**src/rtl/nist_health_monitor.sv**
```systemverilog
// rtl/nist_health_monitor.sv - entropy health verdict built from NIST test error flags
// Warm-up blanking, sticky per-test flags, burst failure window and saturating tally.
module nist_health_monitor #(
  parameter int N_TESTS       = 4,
  parameter int CNT_W         = 8,
  parameter int WARMUP_CYCLES = 1024,
  parameter int WINDOW        = 4096,
  parameter int FAIL_THRESH   = 3
) (
  input  logic               clk,
  input  logic               rst,
  input  logic [N_TESTS-1:0] err_in,
  input  logic               clear,
  output logic               health_ok,
  output logic               alarm,
  output logic [1:0]         state,
  output logic [N_TESTS-1:0] sticky,
  output logic [CNT_W-1:0]   fail_total
);
  localparam int EV_W  = $clog2(N_TESTS + 1);
  localparam int WF_W  = $clog2(FAIL_THRESH + N_TESTS + 1);
  localparam int WU_W  = $clog2(WARMUP_CYCLES + 1);
  localparam int WIN_W = $clog2(WINDOW + 1);
  localparam int SUM_W = CNT_W + EV_W;

  localparam logic [WU_W-1:0]  WU_LAST  = WU_W'(WARMUP_CYCLES - 1);
  localparam logic [WIN_W-1:0] WIN_LAST = WIN_W'(WINDOW - 1);
  localparam logic [WF_W-1:0]  THRESH   = WF_W'(FAIL_THRESH);
  localparam logic [SUM_W-1:0] FT_MAX   = SUM_W'({CNT_W{1'b1}});

  typedef enum logic [1:0] {
    ST_WARMUP   = 2'b00,
    ST_HEALTHY  = 2'b01,
    ST_DEGRADED = 2'b10,
    ST_FAILED   = 2'b11
  } state_t;

  state_t             state_q, state_d;
  logic [N_TESTS-1:0] err_q, err_d;
  logic [N_TESTS-1:0] err_dly_q, err_dly_d;
  logic [N_TESTS-1:0] ev_q, ev_d;
  logic [WU_W-1:0]    warm_q, warm_d;
  logic [WIN_W-1:0]   win_timer_q, win_timer_d;
  logic [WF_W-1:0]    win_fails_q, win_fails_d;
  logic [N_TESTS-1:0] sticky_q, sticky_d;
  logic [CNT_W-1:0]   fail_total_q, fail_total_d;
  logic               health_ok_q, health_ok_d;
  logic               alarm_q, alarm_d;

  logic [EV_W-1:0]    ev_n;
  logic [WF_W-1:0]    ev_w;
  logic [WF_W-1:0]    wsum;
  logic [SUM_W-1:0]   ft_sum;

  always_comb begin
    err_d       = err_in;
    err_dly_d   = err_q;
    ev_d        = err_q & ~err_dly_q;
    state_d     = state_q;
    warm_d      = warm_q;
    win_timer_d = win_timer_q;
    win_fails_d = win_fails_q;
    sticky_d    = sticky_q;
    fail_total_d = fail_total_q;

    ev_n = '0;
    for (int i = 0; i < N_TESTS; i++) begin
      ev_n = ev_n + EV_W'(ev_q[i]);
    end
    ev_w   = WF_W'(ev_n);
    wsum   = win_fails_q + ev_w;
    ft_sum = SUM_W'(fail_total_q) + SUM_W'(ev_n);

    case (state_q)
      ST_WARMUP: begin
        if (warm_q == WU_LAST) begin
          state_d = ST_HEALTHY;
          warm_d  = '0;
        end else begin
          warm_d = warm_q + WU_W'(1);
        end
      end
      ST_HEALTHY: begin
        if (ev_n != '0) begin
          sticky_d    = sticky_q | ev_q;
          win_fails_d = ev_w;
          win_timer_d = '0;
          state_d     = (ev_w >= THRESH) ? ST_FAILED : ST_DEGRADED;
        end
      end
      ST_DEGRADED: begin
        sticky_d    = sticky_q | ev_q;
        win_timer_d = win_timer_q + WIN_W'(1);
        // The event is folded in before expiry is considered, so FAILED wins a tie.
        if (wsum >= THRESH) begin
          state_d     = ST_FAILED;
          win_fails_d = THRESH;
        end else if (win_timer_q == WIN_LAST) begin
          state_d     = ST_HEALTHY;
          win_fails_d = '0;
        end else begin
          win_fails_d = wsum;
        end
      end
      ST_FAILED: begin
        sticky_d = sticky_q | ev_q;
        if (clear) begin
          state_d     = ST_WARMUP;
          warm_d      = '0;
          win_fails_d = '0;
        end
      end
      default: begin
        state_d     = ST_WARMUP;
        warm_d      = '0;
        win_fails_d = '0;
      end
    endcase

    if (state_q != ST_WARMUP) begin
      fail_total_d = (ft_sum > FT_MAX) ? {CNT_W{1'b1}} : ft_sum[CNT_W-1:0];
    end
    if (clear) begin
      sticky_d = '0;
    end

    health_ok_d = (state_d == ST_HEALTHY);
    alarm_d     = (state_d == ST_FAILED);
  end

  always_ff @(posedge clk) begin
    if (rst) begin
      state_q      <= ST_WARMUP;
      err_q        <= '0;
      err_dly_q    <= '0;
      ev_q         <= '0;
      warm_q       <= '0;
      win_timer_q  <= '0;
      win_fails_q  <= '0;
      sticky_q     <= '0;
      fail_total_q <= '0;
      health_ok_q  <= 1'b0;
      alarm_q      <= 1'b0;
    end else begin
      state_q      <= state_d;
      err_q        <= err_d;
      err_dly_q    <= err_dly_d;
      ev_q         <= ev_d;
      warm_q       <= warm_d;
      win_timer_q  <= win_timer_d;
      win_fails_q  <= win_fails_d;
      sticky_q     <= sticky_d;
      fail_total_q <= fail_total_d;
      health_ok_q  <= health_ok_d;
      alarm_q      <= alarm_d;
    end
  end

  assign state      = state_q;
  assign health_ok  = health_ok_q;
  assign alarm      = alarm_q;
  assign sticky     = sticky_q;
  assign fail_total = fail_total_q;

endmodule

```
**config.mk**
```make
export PLATFORM = sky130hd
export DESIGN_NAME = nist_health_monitor
export DESIGN_NICKNAME = d
export VERILOG_FILES = /design/src/rtl/nist_health_monitor.sv
export SDC_FILE = /design/constraint.sdc
export NUM_CORES = 1
export LEC_CHECK = 0
export BUFFER_PORTS_ARGS = -buffer_cell sky130_fd_sc_hd__buf_2
export CAP_MARGIN = 15
export CORE_MARGIN = 2
export CORE_UTILIZATION = 50
export CTS_CLUSTER_SIZE = 14
export DETAILED_ROUTE_END_ITERATION = 8
export PLACE_DENSITY = 0.73
export SYNTH_ARGS = -nofsm -noshare
export SYNTH_HDL_FRONTEND = slang
export SYNTH_SLANG_ARGS = --single-unit
```
**constraint.sdc**
```tcl
create_clock -name clk -period 8 [get_ports clk]
set_clock_uncertainty 0.05 [all_clocks]
set_input_delay 0.4 -clock clk [delete_from_list [all_inputs] [get_ports clk]]
set_output_delay 0.4 -clock clk [all_outputs]
set_load 0.01 [all_outputs]
```
# ---- Yosys cells after proc, flatten, opt, wreduce, memory -nomap -nowiden
# Index checks and enable logic that the tools add are counted.
# W data, S select, Z words.
dict set report totals {
  wordCells 66
  register_bits 55
  out_inout_bits 16
}
dict set report op_classes {
  addsub 7
  bitwise 3
  muxes 20
  n_lt_le_gt_ge 3
  reduce_logical 13
  n_eq_ne 9
}
# op count
set op_table {}
lappend op_table {{$pmux W13 S2} 1}
lappend op_table {{$mux W11} 2}
lappend op_table {{$pmux W11 S2} 1}
lappend op_table {{$add A13 B1 Y13 const B} 1}
lappend op_table {{$eq A13 B12 Y1 const B} 1}
lappend op_table {{$mux W13} 1}
lappend op_table {{$mux W3} 4}
lappend op_table {{$add A11 B1 Y11 const B} 1}
lappend op_table {{$eq A11 B10 Y1 const B} 1}
lappend op_table {{$mux W2} 5}
lappend op_table {{$add A8 B3 Y9} 1}
lappend op_table {{$gt A9 B8 Y1 const B} 1}
lappend op_table {{$pmux W3 S3} 1}
lappend op_table {{$mux W8} 1}
lappend op_table {{$pmux W2 S4} 1}
lappend op_table {{$pmux W4 S2} 1}
lappend op_table {{$reduce_bool A2 Y1} 4}
lappend op_table {{$eq A2 B2 Y1 const B} 3}
lappend op_table {{$ge A3 B2 Y1 const B} 2}
lappend op_table {{$reduce_and A2 Y1} 3}
lappend op_table {{$reduce_bool A3 Y1} 2}
lappend op_table {{$and A4 B4 Y4} 1}
lappend op_table {{$eq A2 B1 Y1 const B} 2}
lappend op_table {{$mux W4} 1}
lappend op_table {{other kinds (11)} 13}

# ---- Logic depth before layout (Yosys ltp)
# Gate-level depths: netlist of run 1.
dict set report depth {
  word_depth 8
  mapped_depth 10
  mapped_depth_nobuf 10
}

# ---- Least setup slack after synthesis of run 1
# No wires, ideal clock.
dict set report synth_path {
  kind {register to register}
  from {register ev_q[0]}
  to {register win_fails_q[1]}
  path_stages_with_launch 10
  arrival_ps 2841
  setup_slack_ps 4976
  required_time_ps 7817
  path_buffers 0
  setup_ps 133
  path_cell_list {dfxtp_1 > fa_1 > ha_1 > ha_1 > inv_1 > fa_1 > xnor3_1 > o31ai_1 > o22a_1 > a311oi_1}
}
dict set report synth_via {
  elab_chain_cells 7
  word_cells_on_any_way 12
  cone_classes {4 x add/sub; 1 x order compare; 1 x eq/ne; 4 x mux; 2 x reduce/logical}
}
# item line_no
set synth_lines {}
lappend synth_lines {{start, declared} 41} ;# logic [N_TESTS-1:0] ev_q, ev_d;
lappend synth_lines {{start signal, assigned} 148} ;# ev_q <= ev_d;
lappend synth_lines {{$add A1 B1 Y2 (*)} 68} ;# ev_n = ev_n + EV_W'(ev_q[i]);
lappend synth_lines {{$add A2 B1 Y3 (*)} 68}
lappend synth_lines {{$add A3 B1 Y3 (*)} 68}
lappend synth_lines {{$add A3 B3 Y3} 71} ;# wsum = win_fails_q + ev_w;
lappend synth_lines {{$ge A3 B2 Y1 or $mux W3 (tied branches)} {95, 98}}
lappend synth_lines {{$mux W3} 95} ;# if (wsum >= THRESH) begin
lappend synth_lines {{$pmux W3 S3} 74} ;# case (state_q)
lappend synth_lines {{end signal, assigned} 151} ;# win_fails_q <= win_fails_d;
lappend synth_lines {{end, declared} 44} ;# logic [WF_W-1:0] win_fails_q, win_fails_d;
# Every way passes the cells marked *; elsewhere a longest branch is shown, timed or not. The select of a mux whose other input is x is not followed.
# A chain may end at the register's enable or synchronous reset.

# ---- Final worst setup path of run 1
# Ends and elaborated chain as after synthesis.

==> flow_summary.toml, run 1 <==
[setup_path]
setup.worst_path.class = "reg2reg"
cp_cell_sequence = "fa_1 -> ha_1 -> ha_1 -> inv_1 -> fa_1 -> xnor3_1 -> o31ai_1 -> o22a_1 -> a311oi_1"
worstSetupStartpointType = "flip-flop"
end_kind = "flip-flop"
cp_slowest_stage_delay_ns = 0.48
critPathArrivalTime_ns = 3.44
buf_inv_stages_crit_path = 1
cp_max_fo = 7
worstReg2RegStart = "ev_q[0]"
rr_endpoint = "win_fails_q[1]"
reg2reg_depth = 9
worst_path_dominant_cell_family = "adder cells"
worst-endpoint-required_ns = 8.11
total_stage_count_of_the_critical_path = 9
reg2reg_setup_slack_ns = 4.67
crit_end = "win_fails_q[1]"
cp-startpoint = "ev_q[0]"
slowest_stage = "o31ai_1"

[sta]
final_max_slew_viol_count = 0
finalSetupTns_ns = 0
worst_slew_margin_rel_pct = 39.1
worstMarginPinSlew_ns = 0.913
timing.final.setup_violations = 0
final.setup.worst_slack_ns = 4.67
period_share_pct = 41.6
rsz_0062_raised_after_global_routing = "false"
timing_hold_violations_final = 0
hold-worst-slack_ns = 0.252
post-route-min-period_ns = 3.33
timing.fmax_ghz = 0.300

[route]
detail_route.wl_per_cell_um = 13.0
routed_via_density = 5.49
antenna_violating_nets_post_route = 0
routed_wl_um = 5050
routed-via-count = 2129
detail_route.first_pass.iterations = 4
first_iter_violations = 135
drt_drc_violations_left = 0

[logic_synthesis]
synthesis.area_per_instance_sq_um = 8.75
synthesized_area_sq_um = 2630
postSynthRegisterBits = 55
post_synth_num_cell_types = 49
yosys_warnings = 0
synth.top_cells.by_area = "dfxtp_1 (42%), nor2_1 (5.4%), a21oi_1 (5.0%)"
netlist_instances = 300
syn-num-nets = 318
yosys_most_used_dff = "dfxtp_1"
synth-edff-count = 0
synth-seq-area-share_pct = 41.9
synth.top_cell.area_share_pct = 41.9
synth-async-reset-ratio_pct = 0
largest_area_contributor_in_the_synthesized_netlist = "dfxtp_1"

[job]
drv.max_cap_violation_count = 0

[cts]
clock_tree_from_tritoncts = "done"
hold_buffer_count_at_cts = 0
cts_htree_levels = 2
tritoncts_num_sinks = 55
cts.path.max_buffers = 2
post_cts.resized_instances = 0
post_cts_setup_buffer_count = 0
root_buffer = "clkbuf_8"
cts_buffers = 5
clock_insertion_delay_worst_skew_ns = 0.31
clk_pin_slew_ns = 0.10

[floorplanning]
floorplan_core_area_sq_um = 5070
die_y_um = 76.5
core.rowCount = 26
fp.dieArea_sq_um = 5850
io_pins = 23
start_util_pct = 51.8
die_w_um = 76.5

[global_routing]
overall_global_routing_resource_usage_pct = 18.3
grt_first_pass_wirelength_um = 8930
grt_pass1_vias = 1972
antenna_found_initial = 0
grt-ovfl-total = 0
grt_max_degree = 52

[place]
gp_routability_congestion = 0.925
portBuffers = 22
dp_worst_slack_ns = 4.68
detailed_place_hpwl_um = 3480

[run_status]
outcome = "complete, no violations"

[cells_and_area]
layout.nets = 335
drive_gt1_share_pct = 10.7
insertedDiodeCount = 0
utilization_pct = 55.9
area.growth.synth_to_final_pct = 8.00

[power]
p_leak_uw = 0.00107
max-vdd-ir-drop_uv = 116
p_per_area_nw_per_um2 = 157

[min_path]
worst_min_delay_path_class = "in2reg"
## worst register-to-register path, cell delays in order, from the launching register on
cell and delay [ns]:
dfxtp_1 0.34, fa_1 0.47, ha_1 0.21, ha_1 0.40
inv_1 0.12, fa_1 0.42, xnor3_1 0.41, o31ai_1 0.48
o22a_1 0.23, a311oi_1 0.05
## flip-flops by register name, summed over array words and instances, names as in the netlist
signal,count
ev_q,4
fail_total,8
health_ok,1
win_fails_q,3
state,2
err_dly_d,4
err_dly_q,4
win_timer_q,13
warm_q,11
alarm,1
sticky,4
## cells in the mapped netlist, types with 3 or more instances
master,number
nor2b_1,18
and2_1,3
inv_1,11
o21ai_0,9
o31ai_1,4
ha_1,8
xnor2_1,4
a311oi_1,3
nor3_1,11
nand2_1,21
clkbuf_1,8
nand4_1,6
nand4b_1,3
buf_6,3
and3_1,3
nor2_1,38
and4_1,6
a31oi_1,5
a21oi_1,26
dfxtp_1,55
fa_1,3
nand3_1,16
## worst min-delay path by stage
stage	from	end	slack [ns]	cells past startpoint
floorplan	err_dly_q[0]	ev_q[0]	0.32	1
global placement	err_dly_q[2]	ev_q[2]	0.32	1
detailed placement	err_dly_q[1]	ev_q[1]	0.32	1
CTS	err_in[1]	err_dly_d[1]	0.25	2
global route	err_in[1]	err_dly_d[1]	0.25	2
finish	err_in[1]	err_dly_d[1]	0.25	2
## cells in the final DEF (no fill, tap or decap), types with 5 or more instances in the layout
cell type / Yosys / layout
dfxtp_1: 55 / 55
nor2_1: 38 / 38
a21oi_1: 26 / 26
buf_2: 1 / 22
nand2_1: 21 / 21
nor2b_1: 18 / 18
nand3_1: 16 / 16
inv_1: 11 / 11
nor3_1: 11 / 11
o21ai_0: 9 / 9
ha_1: 8 / 8
nand4_1: 6 / 6
and4_1: 6 / 6
a31oi_1: 5 / 5
clkbuf_8: 0 / 5
## final cells by class
type | instances | area, sq um
Clock buffer | 7 | 76.3
Clock inverter | 1 | 5.00
Fill cell | 477 | 2240
Inverter | 11 | 41.3
Multi-Input combinational cell | 221 | 1410
Sequential cell | 55 | 1100
Tap cell | 70 | 87.6
Timing Repair Buffer | 23 | 118
## layer usage
metal | track usage (%) | vias up | routed length [um]
li1 | - | 1103 | -
met3 | 4.50 | 8 | 204
met1 | 24.5 | 975 | 2520
met4 | 4.73 | 0 | 55
met2 | 29.7 | 43 | 2270
met5 | 0 | - | 0
## power by group
| part | switching (uW) | internal, uW | leakage, uW |
|---|---|---|---|
| Combinational | 10.8 | 8.02 | 0.000581 |
| Sequential | 2.50 | 278 | 0.000446 |
| Clock | 85.1 | 61.7 | 0.0000422 |
## metrics by stage
step	instance area, sq um	cells	power [uW]
2_1_floorplan	2630	300	300
3_3_place_gp	2760	380	304
3_5_place_dp	2760	380	305
4_1_cts	2840	388	450
5_1_grt	2840	388	465
6_report	2840	388	446
## cells by family (layout without fill, tap and decap cells)
logic type	after synthesis	after routing	synth area share, %
buffers and inverters	24	42	4.48
flip-flops	55	55	41.9
AO/OA/AOI/OAI	61	61	15.2
multiplexers	2	2	0.810
XOR/XNOR	7	7	2.86
AND/OR/NAND/NOR	140	140	28.6
adder cells (fa/ha/maj)	11	11	6.10
Note: power is estimated with default switching activity, not from simulation.
==> run 2, diff against run 1 <==
- ABC_AREA: unset -> 1
- PLACE_DENSITY: 0.73 -> 0.75
- clock period: 8 -> 2.9 ns (I/O delays scaled with it)
==> flow_summary.toml, run 2 <==
[run_status]
outcome = "complete, no violations"

[floorplanning]
fp.dieArea_sq_um = 6020
io_pins = 23
floorplan_core_area_sq_um = 5170
die_y_um = 77.6
start_util_pct = 52.3
die_w_um = 77.6
core.rowCount = 26

[setup_path]
cp-startpoint = "ev_q[1]"
reg2reg_depth = 16
reg2reg_setup_slack_ns = 0.15
crit_end = "health_ok"
critPathArrivalTime_ns = 2.96
end_kind = "flip-flop"
setup.worst_path.class = "reg2reg"
worst-endpoint-required_ns = 3.10
worstReg2RegStart = "ev_q[1]"
rr_endpoint = "health_ok"
worstSetupStartpointType = "flip-flop"
cp_max_fo = 5

[global_routing]
grt-ovfl-total = 0
overall_global_routing_resource_usage_pct = 19.4
antenna_found_initial = 0
grt_first_pass_wirelength_um = 9510
grt_pass1_vias = 2285
grt_max_degree = 31

[sta]
final_max_slew_viol_count = 0
timing.final.setup_violations = 0
timing_hold_violations_final = 0
timing.fmax_ghz = 0.363
worstMarginPinSlew_ns = 0.722
period_share_pct = 95.0
post-route-min-period_ns = 2.75
worst_slew_margin_rel_pct = 51.8

[logic_synthesis]
syn-num-nets = 394
post_synth_xor_area_fraction_pct = 1.25
post_synth_num_cell_types = 37
largest_area_contributor_in_the_synthesized_netlist = "dfxtp_1"
yosys_most_used_dff = "dfxtp_1"
synthesis.area_per_instance_sq_um = 7.20
synth_compound_gate_area_share_pct = 13.4
yosys.cell_count.top_type = "nand2_1"
synth-edff-count = 0
yosys.area_share.simple_pct = 29.4
mux_contribution_to_synthesized_area_pct = 0
synth-seq-area-share_pct = 40.7
main_combinational_cell_family_by_area_after_synthesis = "simple AND/OR/NAND/NOR gates"
postSynthRegisterBits = 55
netlist_instances = 376
synth-async-reset-ratio_pct = 0
yosys_warnings = 0
synth_top_cells_by_count = "nand2_1 (79), dfxtp_1 (55), inv_1 (49)"
post_synth_fa_ha_maj_area_fraction_pct = 5.91
synth.top_cells.by_area = "dfxtp_1 (41%), nand2_1 (11%), inv_1 (6.8%)"
synth.top_cell.area_share_pct = 40.7
synthesized_area_sq_um = 2710

[route]
detail_route.first_pass.iterations = 6
antenna_violating_nets_post_route = 0
routed_wl_um = 5560
drt_drc_violations_left = 0
detail_route.wl_per_cell_um = 11.7
routed-via-count = 2406
first_iter_violations = 128
routed_via_density = 5.07

[cts]
clk_pin_slew_ns = 0.10
root_buffer = "clkbuf_8"
clock_insertion_delay_worst_skew_ns = 0.31
post_cts_setup_buffer_count = 0
cts_htree_levels = 2
tritoncts_num_sinks = 55
cts_buffers = 5
clock_tree_from_tritoncts = "done"
cts.path.max_buffers = 2

[cells_and_area]
layout_commonest_cell = "nand2_1"
insertedDiodeCount = 0
finish.cell_count_without_fillers = 475
seqCellArea_sq_um = 1100
layout.nets = 422
area.growth.synth_to_final_pct = 13.7
commonest_cells_after_routing_fill_and_taps_aside = "nand2_1 (79), dfxtp_1 (54), inv_1 (49)"
largest_register_ff_count = 13
stdcell_area_sq_um = 3080
multi_input_area_sq_um = 1390
fillCellCount = 459
max_flop_register = "win_timer_q"
drive_gt1_share_pct = 15.8

[power]
max-vdd-ir-drop_uv = 357
p_leak_uw = 0.00133
design_power_total_uw = 1360
p_per_area_nw_per_um2 = 443

[place]
cells_after_dpl = 463
gp_routability_congestion = 0.823
portBuffers = 22
detailed_place_hpwl_um = 3940
place_area_sq_um = 2890

[min_path]
worst_min_delay_path_class = "in2reg"

[job]
drv.max_cap_violation_count = 0
-- run 2: cell count changes in the layout (fill, tap and decap cells not counted), moves of 6 or more --
cell     delta
nand2_1    +58
nor2_1      +7
inv_1      +38
o21ai_1    +12
nor2_2      +7
and4_1      -6
nor2b_1    -18
a21oi_1     +9
inv_2       +8
-- run 2: per-stage QoR --
stage	TNS, ns	hold slack [ns]	utilization, %	setup WS (ns)
after floorplan	0	0.202	-	0.300
after global placement	0	0.297	55.8	0.188
after detailed placement	0	0.304	55.8	0.105
after CTS	0	0.140	58.8	0.0355
after global routing	-0.0156	0.160	59.5	-0.0156
final	0	0.151	59.5	0.146
-- run 2: what timing repair did --
action	in CTS	in global routing
hold endpoints to repair	4	0
setup endpoints to repair	0	7
hold buffers	4	0
gates resized for setup	0	8
-- run 2: per-layer routing --
layer,global-route usage (%),vias to the layer above,share of wire [%]
met3,3.49,9,2.8
met1,23.3,1102,47
met4,6.79,0,1.4
met5,0,-,0
li1,-,1259,-
met2,34.4,36,49
-- run 2: layout make-up --
type | instances | share of cell area, %
clock buffers | 5 | 2.23
multi-input cells | 256 | 45.2
clock inverters | 3 | 1.50
inverters | 58 | 7.07
repair buffers | 28 | 5.36
well taps | 70 | 2.84
flip-flops and latches | 55 | 35.8
-- run 2: critical path, cell delays in order, from the launching register on --
cell,delay (ns)
dfxtp_2,0.35
fa_1,0.52
ha_4,0.19
ha_4,0.28
inv_1,0.08
fa_2,0.37
inv_1,0.06
nand2_1,0.07
nand2_1,0.06
nand2_1,0.04
nand2_1,0.08
nor2_2,0.05
nand2_1,0.06
nand2_1,0.05
nand2_1,0.13
nand3_2,0.09
nor2_2,0.15
-- run 2: cell families (layout without fill, tap and decap cells) --
kind of cell,count (synthesis),count (layout)
AO/OA/AOI/OAI,63,63
XOR/XNOR,3,3
adder cells (fa/ha/maj),11,11
buffers and inverters,65,94
flip-flops,55,55
AND/OR/NAND/NOR,179,179
-- run 2: where the power goes --
| group | internal (uW) | total [uW] | switching [uW] |
|---|---|---|---|
| sequential | 766 | 774 | 7.76 |
| clock | 260 | 520 | 260 |
| combinational | 28.9 | 68.6 | 39.7 |
-- run 2: worst min path at each step --
stage | from | endpoint | slack (ns) | depth (start not counted)
2_1_floorplan | err_in[0] | err_dly_d[0] | 0.20 | 2
3_3_place_gp | err_in[3] | err_dly_d[3] | 0.30 | 3
3_5_place_dp | err_in[3] | err_dly_d[3] | 0.30 | 3
4_1_cts | clear | sticky[1] | 0.14 | 3
5_1_grt | clear | sticky[1] | 0.16 | 3
6_report | clear | sticky[0] | 0.15 | 3
